==> src/rtl/mul32_seq_ctrl.sv <==
`default_nettype none
// ============================================================================
// Module   : mul32_seq_ctrl
// Purpose  : Unsigned 32x32 shift-and-add multiplier controller that time-
//            shares one external 32-bit adder (one iteration per clock).
// Revision : 1.0 - initial release
// ============================================================================
module mul32_seq_ctrl #(
    parameter int STEPS = 32,
    parameter int CNT_W = 6
) (
    input  logic        clk,
    input  logic        rst_n,
    input  logic        i_start,
    input  logic [31:0] i_multiplicand,
    input  logic [31:0] i_multiplier,
    input  logic        i_result_ack,
    output logic [31:0] o_adder_a,
    output logic [31:0] o_adder_b,
    output logic        o_adder_cin,
    input  logic [31:0] i_adder_sum,
    input  logic        i_adder_cout,
    output logic        o_busy,
    output logic        o_done,
    output logic [63:0] o_product
);

    typedef enum logic [1:0] {
        S_IDLE = 2'd0,
        S_BUSY = 2'd1,
        S_DONE = 2'd2
    } state_t;

    localparam logic [CNT_W-1:0] c_last_step = CNT_W'(STEPS - 1);
    localparam logic [CNT_W-1:0] c_cnt_one   = CNT_W'(1);

    state_t             r_state;
    state_t             w_state_nxt;
    logic [63:0]        r_p;
    logic [31:0]        r_m;
    logic [CNT_W-1:0]   r_cnt;
    logic               w_busy;

    always_ff @(posedge clk or negedge rst_n) begin
        if (!rst_n) begin
            r_state <= S_IDLE;
        end else begin
            r_state <= w_state_nxt;
        end
    end

    // Ack takes priority in DONE simply because start is only examined in IDLE.
    always_comb begin
        w_state_nxt = r_state;
        case (r_state)
            S_IDLE:  if (i_start)              w_state_nxt = S_BUSY;
            S_BUSY:  if (r_cnt == c_last_step) w_state_nxt = S_DONE;
            S_DONE:  if (i_result_ack)         w_state_nxt = S_IDLE;
            default:                           w_state_nxt = S_IDLE;
        endcase
    end

    // Upper half accumulates; the 33-bit adder result shifts right one bit into P.
    always_ff @(posedge clk or negedge rst_n) begin
        if (!rst_n) begin
            r_p   <= '0;
            r_m   <= '0;
            r_cnt <= '0;
        end else begin
            case (r_state)
                S_IDLE: begin
                    if (i_start) begin
                        r_m   <= i_multiplicand;
                        r_p   <= {32'h0, i_multiplier};
                        r_cnt <= '0;
                    end
                end
                S_BUSY: begin
                    r_p   <= {i_adder_cout, i_adder_sum, r_p[31:1]};
                    r_cnt <= r_cnt + c_cnt_one;
                end
                default: ;
            endcase
        end
    end

    assign w_busy      = (r_state == S_BUSY);
    assign o_busy      = w_busy;
    assign o_done      = (r_state == S_DONE);
    assign o_product   = r_p;

    // A zero multiplier bit still goes through the adder as "+0".
    assign o_adder_a   = w_busy ? r_p[63:32] : 32'h0;
    assign o_adder_b   = (w_busy && r_p[0]) ? r_m : 32'h0;
    assign o_adder_cin = 1'b0;

endmodule
`default_nettype wire

==> config.mk <==
export PLATFORM = sky130hd
export DESIGN_NAME = mul32_seq_ctrl
export DESIGN_NICKNAME = d
export VERILOG_FILES = /design/src/rtl/mul32_seq_ctrl.sv
export SDC_FILE = /design/constraint.sdc
export NUM_CORES = 1
export LEC_CHECK = 0
export ABC_AREA = 1
export ABC_CLOCK_PERIOD_IN_PS = 1300
export CAP_MARGIN = 20
export CORE_MARGIN = 5
export CORE_UTILIZATION = 44
export DETAILED_ROUTE_END_ITERATION = 8
export DONT_BUFFER_PORTS = 1
export PLACE_DENSITY_LB_ADDON = 0.05
export SYNTH_ARGS = -nofsm -noshare
export SYNTH_HDL_FRONTEND = slang
export SYNTH_SLANG_ARGS = --single-unit
==> constraint.sdc <==
create_clock -name clk -period 1.3 [get_ports clk]
set_input_delay 0.26 -clock clk [delete_from_list [all_inputs] [get_ports clk]]
set_output_delay 0.26 -clock clk [all_outputs]
set_load 0.005 [all_outputs]
==> results of run 1 <==
## sequential cells by signal, summed over array words and instances (netlist names)
name,cells
r_state,2
o_product,64
r_cnt,6
r_m,32
## layout by cell type (no fill, tap or decap), drive strengths merged
master / netlist / layout
conb: 1 / 1
dlygate4sd3: 0 / 35
bufbuf: 0 / 2
dfrtp: 104 / 104
nand3: 6 / 6
ha: 1 / 1
o21ai: 69 / 69
nor3: 1 / 1
clkinv: 0 / 2
clkbuf: 5 / 14
nand4: 1 / 1
nand2: 81 / 81
o22ai: 32 / 32
a21oi: 33 / 33
buf: 26 / 59
nor2: 72 / 72
inv: 106 / 108
xor2: 1 / 1
## repair_timing
item / CTS / global route
cloned: 21 / 2
pin swaps: 2 / 11
endpoints found under the setup margin: 141 / 170
hold endpoints to repair: 130 / 113
hold buffers: 26 / 9
gates resized for setup: 268 / 44
setup buffers: 20 / 5
## area by class of cell
type | count | area, sq um
sequential | 104 | 2603
multi-input combinational | 298 | 2297
timing repair buffer | 98 | 1551
inverter | 106 | 415.4
clock inverter | 4 | 35.03
tap | 136 | 170.2
fill | 712 | 2948
clock buffer | 12 | 165.2
## kinds of logic after synthesis
family	count (synthesis)	synth area share
and+or+nand+nor	161	0.1409
buffers and inverters	137	0.1235
AOI/OAI and AO/OA	134	0.1566
DFF	104	0.5735
xor gates and xnor gates	1	0.001930
adders and majority gates	1	0.002757
other	1	0.0008263
## worst max-delay path, stage by stage (launching register included)
cell	delay [ns]
dfrtp_1	0.40
inv_2	0.08
nand2_4	0.07
buf_8	0.13
buf_12	0.14
buf_16	0.15
nor2_4	0.10
## where the power goes
group	leakage, nW	internal [mW]	switching (mW)	total, mW
clock network	0.104	0.876	1.13	2.00
registers	1.23	4.51	1.07	5.58
logic	1.96	3.92	4.33	8.25
## Yosys cell counts
library cell / n
nand2_2: 2
o21ai_0: 32
buf_2: 19
nand4_1: 1
nor2_8: 1
nand2_1: 79
nor2_1: 70
a21oi_1: 33
nand3_1: 6
dfrtp_1: 104
conb_1: 1
buf_4: 4
ha_1: 1
o22ai_1: 32
nor3_1: 1
inv_1: 103
o21ai_1: 37
buf_6: 1
inv_2: 3
clkbuf_1: 5
nor2_2: 1
buf_1: 2
xor2_1: 1
## final timing paths
check | slack (ns) | cells past startpoint | end | from
max in group asynchronous | 1.57 | 0 | r_cnt[3] | rst_n
max | -0.39 | 6 | o_adder_a[20] | r_state[1]
min in group clk | 0.02 | 2 | o_product[36] | i_adder_sum[5]
max reg2reg | -0.28 | 10 | r_m[17] | r_state[0]
min reg2reg | 0.54 | 2 | r_cnt[1] | r_cnt[1]
min | -0.43 | 0 | r_m[29] | rst_n
## metal layers
metal	vias up	global-route usage
met5	-	0
met4	0	0.05839
met3	26	0.07120
met2	153	0.4081
met1	1985	0.2775
li1	1857	-
==> metrics.log, run 1 <==
INFO  metric antenna_found_initial = 0
INFO  metric routedWlPerCell = 19.53 microns
INFO  metric rsz0062_at_grt = true
INFO  metric critPathArrivalTime = 1.43 ns
INFO  metric finalInstanceArea = 7237 sq um
INFO  metric m1WireLength = 5600 microns
INFO  metric met3_wirelength = 1023 microns
INFO  metric groute.usage.overall = 0.2318
INFO  metric synth.avg_cell_area = 8.419 sq um
INFO  metric dieArea = 12440 sq um
INFO  metric total_cts_buffers = 9
INFO  metric first_iter_violations = 268
INFO  metric highest_layer = met4
INFO  metric drt.antenna.violating_nets = 0
INFO  metric path_max_fanout = 7
INFO  metric mappedNetlistArea = 4538 sq um
INFO  metric grt_remaining_overflow = 0
INFO  metric tritoncts_clock_tree = done
INFO  metric syn_inst = 539
INFO  metric floorplan.initialDensity = 0.4456
INFO  metric clock_skew = 0.01211 ns
INFO  metric floorplan.io_pins = 232
INFO  metric port_buffers = 0
INFO  metric grt_pass1_wl = 23050 microns
INFO  metric hold_path.class = input port to async pin
INFO  metric num_rows = 37
INFO  metric drt-total-wl = 14800 microns
INFO  metric floorplan.core_area = 10180 sq um
INFO  metric n_antenna_cell = 0
INFO  metric via_count = 4021
INFO  metric leakage_component_of_the_power = 3.288 nW
INFO  metric timing_hold_violations_final = 104
INFO  metric maxSlewViolCount = 0
INFO  metric violations = hold timing, setup timing
INFO  metric vdd.ir_drop.worst = 1.190 mV
INFO  metric synth_sequential_area_ratio = 0.5735
INFO  metric synthesis.nets = 641
INFO  metric detailedPlacementHpwl = 7933 microns
INFO  metric power.density_cell_area = 2188 nW/um^2
INFO  metric postLayoutSetupSlackWorst = -0.3878 ns
INFO  metric synth.top_cells.by_area = dfrtp_1 (57%), inv_1 (8.5%), nand2_1 (6.5%), nor2_1 (5.8%), o22ai_1 (4.4%)
INFO  metric timing.setup.tns = -41.90 ns
INFO  metric floorplan.die.height = 111.6 microns
INFO  metric post-place-cells = 662
INFO  metric ctsHtreeMaxLevel = 3
INFO  metric number_of_global_route_vias_before_repair = 4235
INFO  metric drive_above_1_share = 0.3826
INFO  metric finalHoldWorstSlack = -0.4291 ns
INFO  metric layout.cells.non_filler = 758
INFO  metric outcome = finished with violations
INFO  metric ys_types = 23
INFO  metric gp_routability_congestion = 0.8113
INFO  metric setup_viol = 170
INFO  metric synth_top_cell_area_share = 0.5735
INFO  metric firstDrtPassIters = 6
INFO  metric clock_tree.root_cell = clkbuf_8
INFO  metric placedInstanceArea = 4746 sq um
INFO  metric drv_cap = 0
INFO  metric postSynthRegisterBits = 104
INFO  metric routed-wl-met2 = 7898 microns
INFO  metric clock_sinks = 104
INFO  metric placement.setup.worst_slack = -0.05926 ns
INFO  metric synth.largest_area_cell = dfrtp_1
INFO  metric clock_tree.buffer_depth = 2
INFO  metric crit_share_post_route = 1.298
INFO  metric required = 1.04 ns
INFO  metric crit_path_end_kind = output port
INFO  metric clk_pin_slew = 0.10 ns
INFO  metric vias_per_cell = 5.305
INFO  metric cp-start-kind = flip-flop
INFO  metric clk-insertion-delay-late = 0.37 ns
INFO  metric fin_util = 0.7106
INFO  metric fp.dieW = 111.6 microns
INFO  metric syn_to_final_growth = 59.47%
INFO  metric drcViolationCount = 0
INFO  metric grt_max_degree = 105
INFO  metric ys_warn_count = 0
INFO  metric max_clock_freq = 592.5 MHz
INFO  metric num-nets-final = 719
INFO  metric power.total = 15.84 mW
INFO  metric period_needed = 1.688 ns
INFO  metric timing.setup.critical_path_class = flip-flop to output port
No activity file was read; power rests on OpenSTA's default activity.
==> run 2, diff against run 1 <==
--- a/config.mk
+++ b/config.mk
@@ -12,6 +12,7 @@
 export CORE_UTILIZATION = 44
 export DETAILED_ROUTE_END_ITERATION = 8
 export DONT_BUFFER_PORTS = 1
+export HOLD_SLACK_MARGIN = 0.08
 export PLACE_DENSITY_LB_ADDON = 0.05
 export SYNTH_ARGS = -nofsm -noshare
 export SYNTH_HDL_FRONTEND = slang
==> run 2 against run 1 <==
Net effect:
- the flow still finishes with violations (hold timing, setup timing)
- final cell count rose by 7.9%
- clock-buffer cell count did not move
- clock skew barely moved
- routed wire length rose by 9.5%
- critical path type unchanged
- largest cell class unchanged
==> metrics.log, run 2 (same netlist as run 1, synthesis figures left out) <==
INFO  metric power.density_cell_area = 2065 nW/um^2 (-5.6%)
INFO  metric worstReg2RegEnd = r_m[17]
INFO  metric number_of_global_route_vias_before_repair = 4645 (+9.7%)
INFO  metric finalHoldWorstSlack = -0.4293 ns (-0.0002350 ns)
INFO  metric grt_remaining_overflow = 0 (unchanged)
INFO  metric placement.setup.worst_slack = -0.05926 ns (unchanged)
INFO  metric hold_path.class = input port to async pin
INFO  metric dieArea = 12440 sq um (unchanged)
INFO  metric timing.setup.critical_path_class = flip-flop to output port
INFO  metric power_switching = 6.779 mW (+3.9%)
INFO  metric outcome = finished with violations
INFO  metric clk_pin_slew = 0.11 ns (about the same)
INFO  metric via_count = 4380 (+8.9%)
INFO  metric critical_path.max_stage_delay = 0.40 ns (about the same)
INFO  metric r2r_setup_slack = -0.31 ns (-0.03 ns)
INFO  metric drv_cap = 0 (unchanged)
INFO  metric period_needed = 1.693 ns (+0.005211 ns)
INFO  metric num_rows = 37 (unchanged)
INFO  metric drive_above_1_share = 0.3636 (-0.01900)
INFO  metric cp-start-kind = flip-flop
INFO  metric floorplan.io_pins = 232 (unchanged)
INFO  metric groute.usage.overall = 0.2546 (+0.02280)
INFO  metric highest_layer = met4
INFO  metric ctsHtreeMaxLevel = 3 (unchanged)
INFO  metric path_max_fanout = 6 (-1)
INFO  metric clock_power_share = 0.124 (-0.003)
INFO  metric critical_path.endpoint = o_adder_a[2]
INFO  metric cell_chain_of_the_critical_path = inv_2 > nand2_4 > buf_8 > buf_12 > buf_16 > nor2_4
INFO  metric drt.antenna.violating_nets = 0 (unchanged)
INFO  metric share_comb_of_total_power = 0.533 (+0.012)
INFO  metric detailedPlacementHpwl = 7933 microns (unchanged)
INFO  metric drcViolationCount = 0 (unchanged)
INFO  metric layout.cells.non_filler = 818 (+7.9%)
INFO  metric total_cts_buffers = 9 (unchanged)
INFO  metric power.total = 16.31 mW (+3.0%)
INFO  metric required = 1.04 ns (about the same)
INFO  metric clk-insertion-delay-late = 0.36 ns (about the same)
INFO  metric internal_power = 9.535 mW (+2.4%)
INFO  metric grt_pass1_wl = 25390 microns (+10%)
INFO  metric critPathLaunch = r_state[1]
INFO  metric first_iter_violations = 224 (-16%)
INFO  metric gp_routability_congestion = 0.8113 (unchanged)
INFO  metric setup_viol = 170 (unchanged)
INFO  metric clock_tree.root_cell = clkbuf_8
INFO  metric postLayoutSetupSlackWorst = -0.3930 ns (-0.005211 ns)
INFO  metric rsz0062_at_grt = true
INFO  metric grt_max_degree = 105 (unchanged)
INFO  metric drt-total-wl = 16200 microns (+9.5%)
INFO  metric routed-wl-met2 = 8688 microns (+10%)
INFO  metric most-common-layout-cells = dfrtp_1 (104), inv_1 (102), dlygate4sd3_1 (93)
INFO  metric port_buffers = 0 (unchanged)
INFO  metric vdd.ir_drop.worst = 1.439 mV (+21%)
INFO  metric routedWlPerCell = 19.81 microns (+1.4%)
INFO  metric clock_skew = 0.01249 ns (+0.0003771 ns)
INFO  metric maxSlewViolCount = 0 (unchanged)
INFO  metric violations = hold timing, setup timing
INFO  metric seqPwrFrac = 0.343 (-0.010)
INFO  metric tritoncts_clock_tree = done
INFO  metric vias_per_cell = 5.355 (+0.94%)
INFO  metric floorplan.initialDensity = 0.4456 (unchanged)
INFO  metric timing.critical_path.max_delay_family = buffers and inverters
INFO  metric clock_sinks = 104 (unchanged)
INFO  metric clock_tree.buffer_depth = 2 (unchanged)
INFO  metric floorplan.die.height = 111.6 microns (unchanged)
INFO  metric power.switching_fraction = 0.4156 (+0.003406)
INFO  metric post-place-cells = 662 (unchanged)
INFO  metric crit_share_post_route = 1.302 (+0.004008)
INFO  metric num-nets-final = 779 (+8.3%)
INFO  metric mostFrequentLayoutCell = dfrtp_1
INFO  metric crit_path_end_kind = output port
INFO  metric critical_path_depth = 6 (unchanged)
INFO  metric antenna_found_initial = 0 (unchanged)
INFO  metric max_clock_freq = 590.7 MHz (-0.31%)
INFO  metric cp.buffers_inverters = 4 (unchanged)
INFO  metric regToRegStartpoint = r_state[0]
INFO  metric n_antenna_cell = 0 (unchanged)
INFO  metric timing_hold_violations_final = 104 (unchanged)
INFO  metric met3_wirelength = 997 microns (-2.5%)
INFO  metric critPathArrivalTime = 1.43 ns (about the same)
INFO  metric leakage_component_of_the_power = 3.560 nW (+8.3%)
INFO  metric reg2reg_depth = 10 (unchanged)
INFO  metric firstDrtPassIters = 4 (-2)
INFO  metric m1WireLength = 6125 microns (+9.4%)
INFO  metric fp.dieW = 111.6 microns (unchanged)
INFO  metric max_ffs_per_register = 64 (unchanged)
INFO  metric floorplan.core_area = 10180 sq um (unchanged)
INFO  metric slowest_stage = dfrtp_1
INFO  metric syn_to_final_growth = 74.08%
## run 2: layout make-up
cell class / instances / area (sq um)
flip-flops and latches: 104 / 2603
multi-input cells: 298 / 2346
well taps: 136 / 170.2
clock inverters: 4 / 35.03
repair buffers: 158 / 2166
fillers: 622 / 2285
clock buffers: 12 / 165.2
inverters: 106 / 415.4
## run 2: power by group through the flow
stage                     Sequential [mW]  Clock (mW)  Combinational [mW]
after detailed placement             5.53           0                3.87
after global placement               5.52           0                3.77
after floorplan                      5.25           0                2.93
after CTS                            5.54        2.07                7.87
final                                5.60        2.03                8.69
after global routing                 5.75        2.23                9.32
## run 2: metal layers
layer  vias up  GRT usage
met1      2197     0.2967
met2       179     0.4515
met5         -          0
li1       1973          -
met3        31    0.07337
met4         0    0.08354
## run 2: worst min path at each step
stage          startpoint  slack, ns            to  depth (start not counted)
2_1_floorplan       rst_n      -0.04  o_product[0]                          0
3_3_place_gp        rst_n      -0.03       r_m[29]                          0
3_5_place_dp        rst_n      -0.03       r_m[30]                          0
4_1_cts             rst_n      -0.45       r_m[30]                          0
5_1_grt             rst_n      -0.47       r_m[29]                          0
6_report            rst_n      -0.43       r_m[29]                          0
## run 2: metrics by stage
step | util | TNS, ns | hold slack (ns) | instance area (sq um)
2_1_floorplan | - | 0 | -0.03559 | 4541
3_3_place_gp | 0.4660 | -0.4370 | -0.03255 | 4746
3_5_place_dp | 0.4660 | -1.114 | -0.03295 | 4746
4_1_cts | 0.7381 | -38.87 | -0.4475 | 7517
5_1_grt | 0.7757 | -55.61 | -0.4672 | 7900
6_report | 0.7757 | -44.10 | -0.4293 | 7900
## run 2: worst register-to-register path, delay by kind of cell, from the launching register on
kind	cells	cell delay (ns)
DFF	1	0.42
and+or+nand+nor	3	0.28
buffers and inverters	6	0.73
AOI/OAI and AO/OA	1	0.09
## run 2: what timing repair did
action	CTS	global route
hold buffers	87	6
setup endpoints to repair	141	170
gates resized for setup	268	58
pin swaps	2	10
buffers inserted	20	7
endpoints found under the hold margin	190	110
gates cloned	21	2
==> run 3, diff against run 2 <==
--- a/config.mk
+++ b/config.mk
@@ -13,7 +13,7 @@
 export DETAILED_ROUTE_END_ITERATION = 8
 export DONT_BUFFER_PORTS = 1
 export HOLD_SLACK_MARGIN = 0.08
-export PLACE_DENSITY_LB_ADDON = 0.05
+export PLACE_DENSITY = 0.63
 export SYNTH_ARGS = -nofsm -noshare
 export SYNTH_HDL_FRONTEND = slang
 export SYNTH_SLANG_ARGS = --single-unit
==> constraint.sdc (replaced) <==
create_clock -name clk -period 1.3 [get_ports clk]
set_input_delay 0.195 -clock clk [delete_from_list [all_inputs] [get_ports clk]]
set_output_delay 0.195 -clock clk [all_outputs]
set_load 0.005 [all_outputs]
==> run 3 against run 2 <==
Net effect:
- the run still ends with hold timing, setup timing left
- final area shrank 2.1%
- sequential share of layout area is 0.70 points higher
- via count grew 2.0%
- highest routed layer unchanged
==> metrics.log, run 3 (same netlist as run 1, synthesis figures left out) <==
INFO  metric timing_hold_violations_final = 104 (unchanged)
INFO  metric regToRegStartpoint = r_state[0]
INFO  metric crit_share_post_route = 1.239 (-0.06347)
INFO  metric seqPwrFrac = 0.358 (+0.015)
INFO  metric syn_to_final_growth = 70.44%
INFO  metric reg2reg_depth = 10 (unchanged)
INFO  metric routedWlPerCell = 21.87 microns (+10%)
INFO  metric clk-insertion-delay-late = 0.37 ns (about the same)
INFO  metric clock_tree.root_cell = clkbuf_8
INFO  metric period_needed = 1.611 ns (-0.08251 ns)
INFO  metric floorplan.core_area = 10180 sq um (unchanged)
INFO  metric via_count = 4469 (+2.0%)
INFO  metric placement.setup.worst_slack = -0.06543 ns (-0.006170 ns)
INFO  metric share_comb_of_total_power = 0.514 (-0.019)
INFO  metric clk_pin_slew = 0.10 ns (about the same)
INFO  metric violations = hold timing, setup timing
INFO  metric num-nets-final = 777 (-0.26%)
INFO  metric vdd.ir_drop.worst = 1.080 mV (-25%)
INFO  metric floorplan.io_pins = 232 (unchanged)
INFO  metric cp-start-kind = flip-flop
INFO  metric power_switching = 6.850 mW (+1.0%)
INFO  metric timing.setup.critical_path_class = flip-flop to output port
INFO  metric fp.dieW = 111.6 microns (unchanged)
INFO  metric timing.setup.tns = -36.22 ns (+7.880 ns)
INFO  metric most-common-layout-cells = dfrtp_1 (104), inv_1 (102), dlygate4sd3_1 (98)
INFO  metric crit_path_end_kind = output port
INFO  metric internal_power = 9.197 mW (-3.5%)
INFO  metric floorplan.die.height = 111.6 microns (unchanged)
INFO  metric postLayoutSetupSlackWorst = -0.3105 ns (+0.08251 ns)
INFO  metric port_buffers = 0 (unchanged)
INFO  metric clock_power_share = 0.127 (+0.003)
INFO  metric power.density_cell_area = 2075 nW/um^2 (+0.46%)
INFO  metric gp_routability_congestion = 0.8537 (+5.2%)
INFO  metric fillers = 614 (-1.3%)
INFO  metric clock_tree.buffer_depth = 2 (unchanged)
INFO  metric floorplan.initialDensity = 0.4456 (unchanged)
INFO  metric max_ffs_per_register = 64 (unchanged)
INFO  metric power.switching_fraction = 0.4269 (+0.01131)
INFO  metric detailedPlacementHpwl = 7776 microns (-2.0%)
INFO  metric maxSlewViolCount = 0 (unchanged)
INFO  metric area.sequential = 2603 sq um (unchanged)
INFO  metric rsz0062_at_grt = true
INFO  metric power.total = 16.05 mW (-1.6%)
INFO  metric grt_remaining_overflow = 0 (unchanged)
INFO  metric antenna_found_initial = 0 (unchanged)
INFO  metric drt-total-wl = 17850 microns (+10%)
INFO  metric grt_pass1_wl = 24540 microns (-3.4%)
INFO  metric drcViolationCount = 0 (unchanged)
INFO  metric first_iter_violations = 384 (+71%)
INFO  metric firstDrtPassIters = 4 (unchanged)
INFO  metric clock_sinks = 104 (unchanged)
INFO  metric dieArea = 12440 sq um (unchanged)
INFO  metric critPathArrivalTime = 1.42 ns (about the same)
INFO  metric grt_max_degree = 105 (unchanged)
INFO  metric total_cts_buffers = 9 (unchanged)
INFO  metric outcome = finished with violations
INFO  metric max_clock_freq = 620.9 MHz (+5.1%)
INFO  metric num_rows = 37 (unchanged)
INFO  metric clock_skew = 0.009323 ns (-0.003165 ns)
INFO  metric path_max_fanout = 26 (+20)
INFO  metric fin_util = 0.7595 (-0.01622)
INFO  metric required = 1.11 ns (+0.07 ns)
INFO  metric vias_per_cell = 5.477 (+2.3%)
INFO  metric critPathLaunch = r_state[0]
INFO  metric leakage_component_of_the_power = 3.481 nW (-2.2%)
INFO  metric drv_cap = 0 (unchanged)
INFO  metric finalHoldWorstSlack = -0.4958 ns (-0.06649 ns)
INFO  metric drt.antenna.violating_nets = 0 (unchanged)
INFO  metric number_of_global_route_vias_before_repair = 4403 (-5.2%)
INFO  metric mostFrequentLayoutCell = dfrtp_1
INFO  metric hold_path.class = input port to async pin
INFO  metric setup_viol = 170 (unchanged)
INFO  metric tritoncts_clock_tree = done
INFO  metric multiInputGateArea = 2310 sq um (-1.5%)
INFO  metric n_antenna_cell = 0 (unchanged)
INFO  metric drive_above_1_share = 0.3456 (-0.01805)
INFO  metric ctsHtreeMaxLevel = 3 (unchanged)
INFO  metric groute.usage.overall = 0.2505 (-0.004099)
INFO  metric cts_hold_buffers = 98 (+13%)
-- run 3: changes by cell type in the layout (fill, tap and decap cells not counted), moves of 7 or more --
| cell | previous run | this run |
|---|---|---|
| nor2_2 | 0 | 21 |
| nor2_4 | 65 | 44 |
| o21ai_1 | 32 | 18 |
| a21oi_1 | 1 | 14 |
| a21oi_2 | 27 | 18 |
| o22ai_4 | 1 | 10 |
| buf_16 | 20 | 12 |
| o22ai_2 | 25 | 17 |
| o21ai_0 | 4 | 11 |
-- run 3: final timing paths --
check / slack [ns] / to
max in group asynchronous: 1.59 / r_cnt[4]
worst max register to register: -0.29 / r_m[13]
min in group clk: 0.14 / r_state[1]
worst min register to register: 0.54 / r_cnt[1]
worst max-delay path: -0.31 / o_adder_a[19]
worst min-delay path: -0.50 / r_m[16]
-- run 3: timing repair --
item | in CTS | in global routing
resized for setup | 135 | 149
setup endpoints to repair | 126 | 170
setup buffers | 15 | 9
pin swaps | 2 | 7
gates cloned | 14 | 8
endpoints found under the hold margin | 201 | 104
-- run 3: area by class of cell --
cell class | instances | share of cell area
Sequential cell | 104 | 0.3365
Multi-Input combinational cell | 298 | 0.2986
Timing Repair Buffer | 156 | 0.2638
Inverter | 106 | 0.05370
Tap cell | 136 | 0.02200
Clock buffer | 10 | 0.01650
Clock inverter | 6 | 0.008897
-- run 3: stage by stage --
step	hold WS, ns	instance area, sq um	instances
after floorplan	-0.1006	4538	539
after global placement	-0.09803	4726	658
after detailed placement	-0.09736	4726	658
after CTS	-0.5248	6922	801
after global routing	-0.5282	7735	816
final	-0.4958	7735	816
-- run 3: critical path, cell delays in order, from the launching register on --
cell	delay, ns
dfrtp_1	0.44
nand2_4	0.14
buf_12	0.24
nor2_1	0.07
buf_4	0.14
-- run 3: routing by layer --
layer  up-vias  track usage  part of all wire
met4         0       0.1127             0.036
li1       1963            -                 -
met3        64      0.07717             0.070
met5         -            0                 0
met2       240       0.4407              0.54
met1      2202       0.2786              0.36
-- run 3: power by group through the flow --
stage	registers (mW)	clock network, mW	logic (mW)
detailed placement	5.54	0	3.79
finish	5.75	2.04	8.25
global route	5.86	2.23	8.80
floorplan	5.25	0	2.93
CTS	5.53	2.08	6.27
global placement	5.53	0	3.65
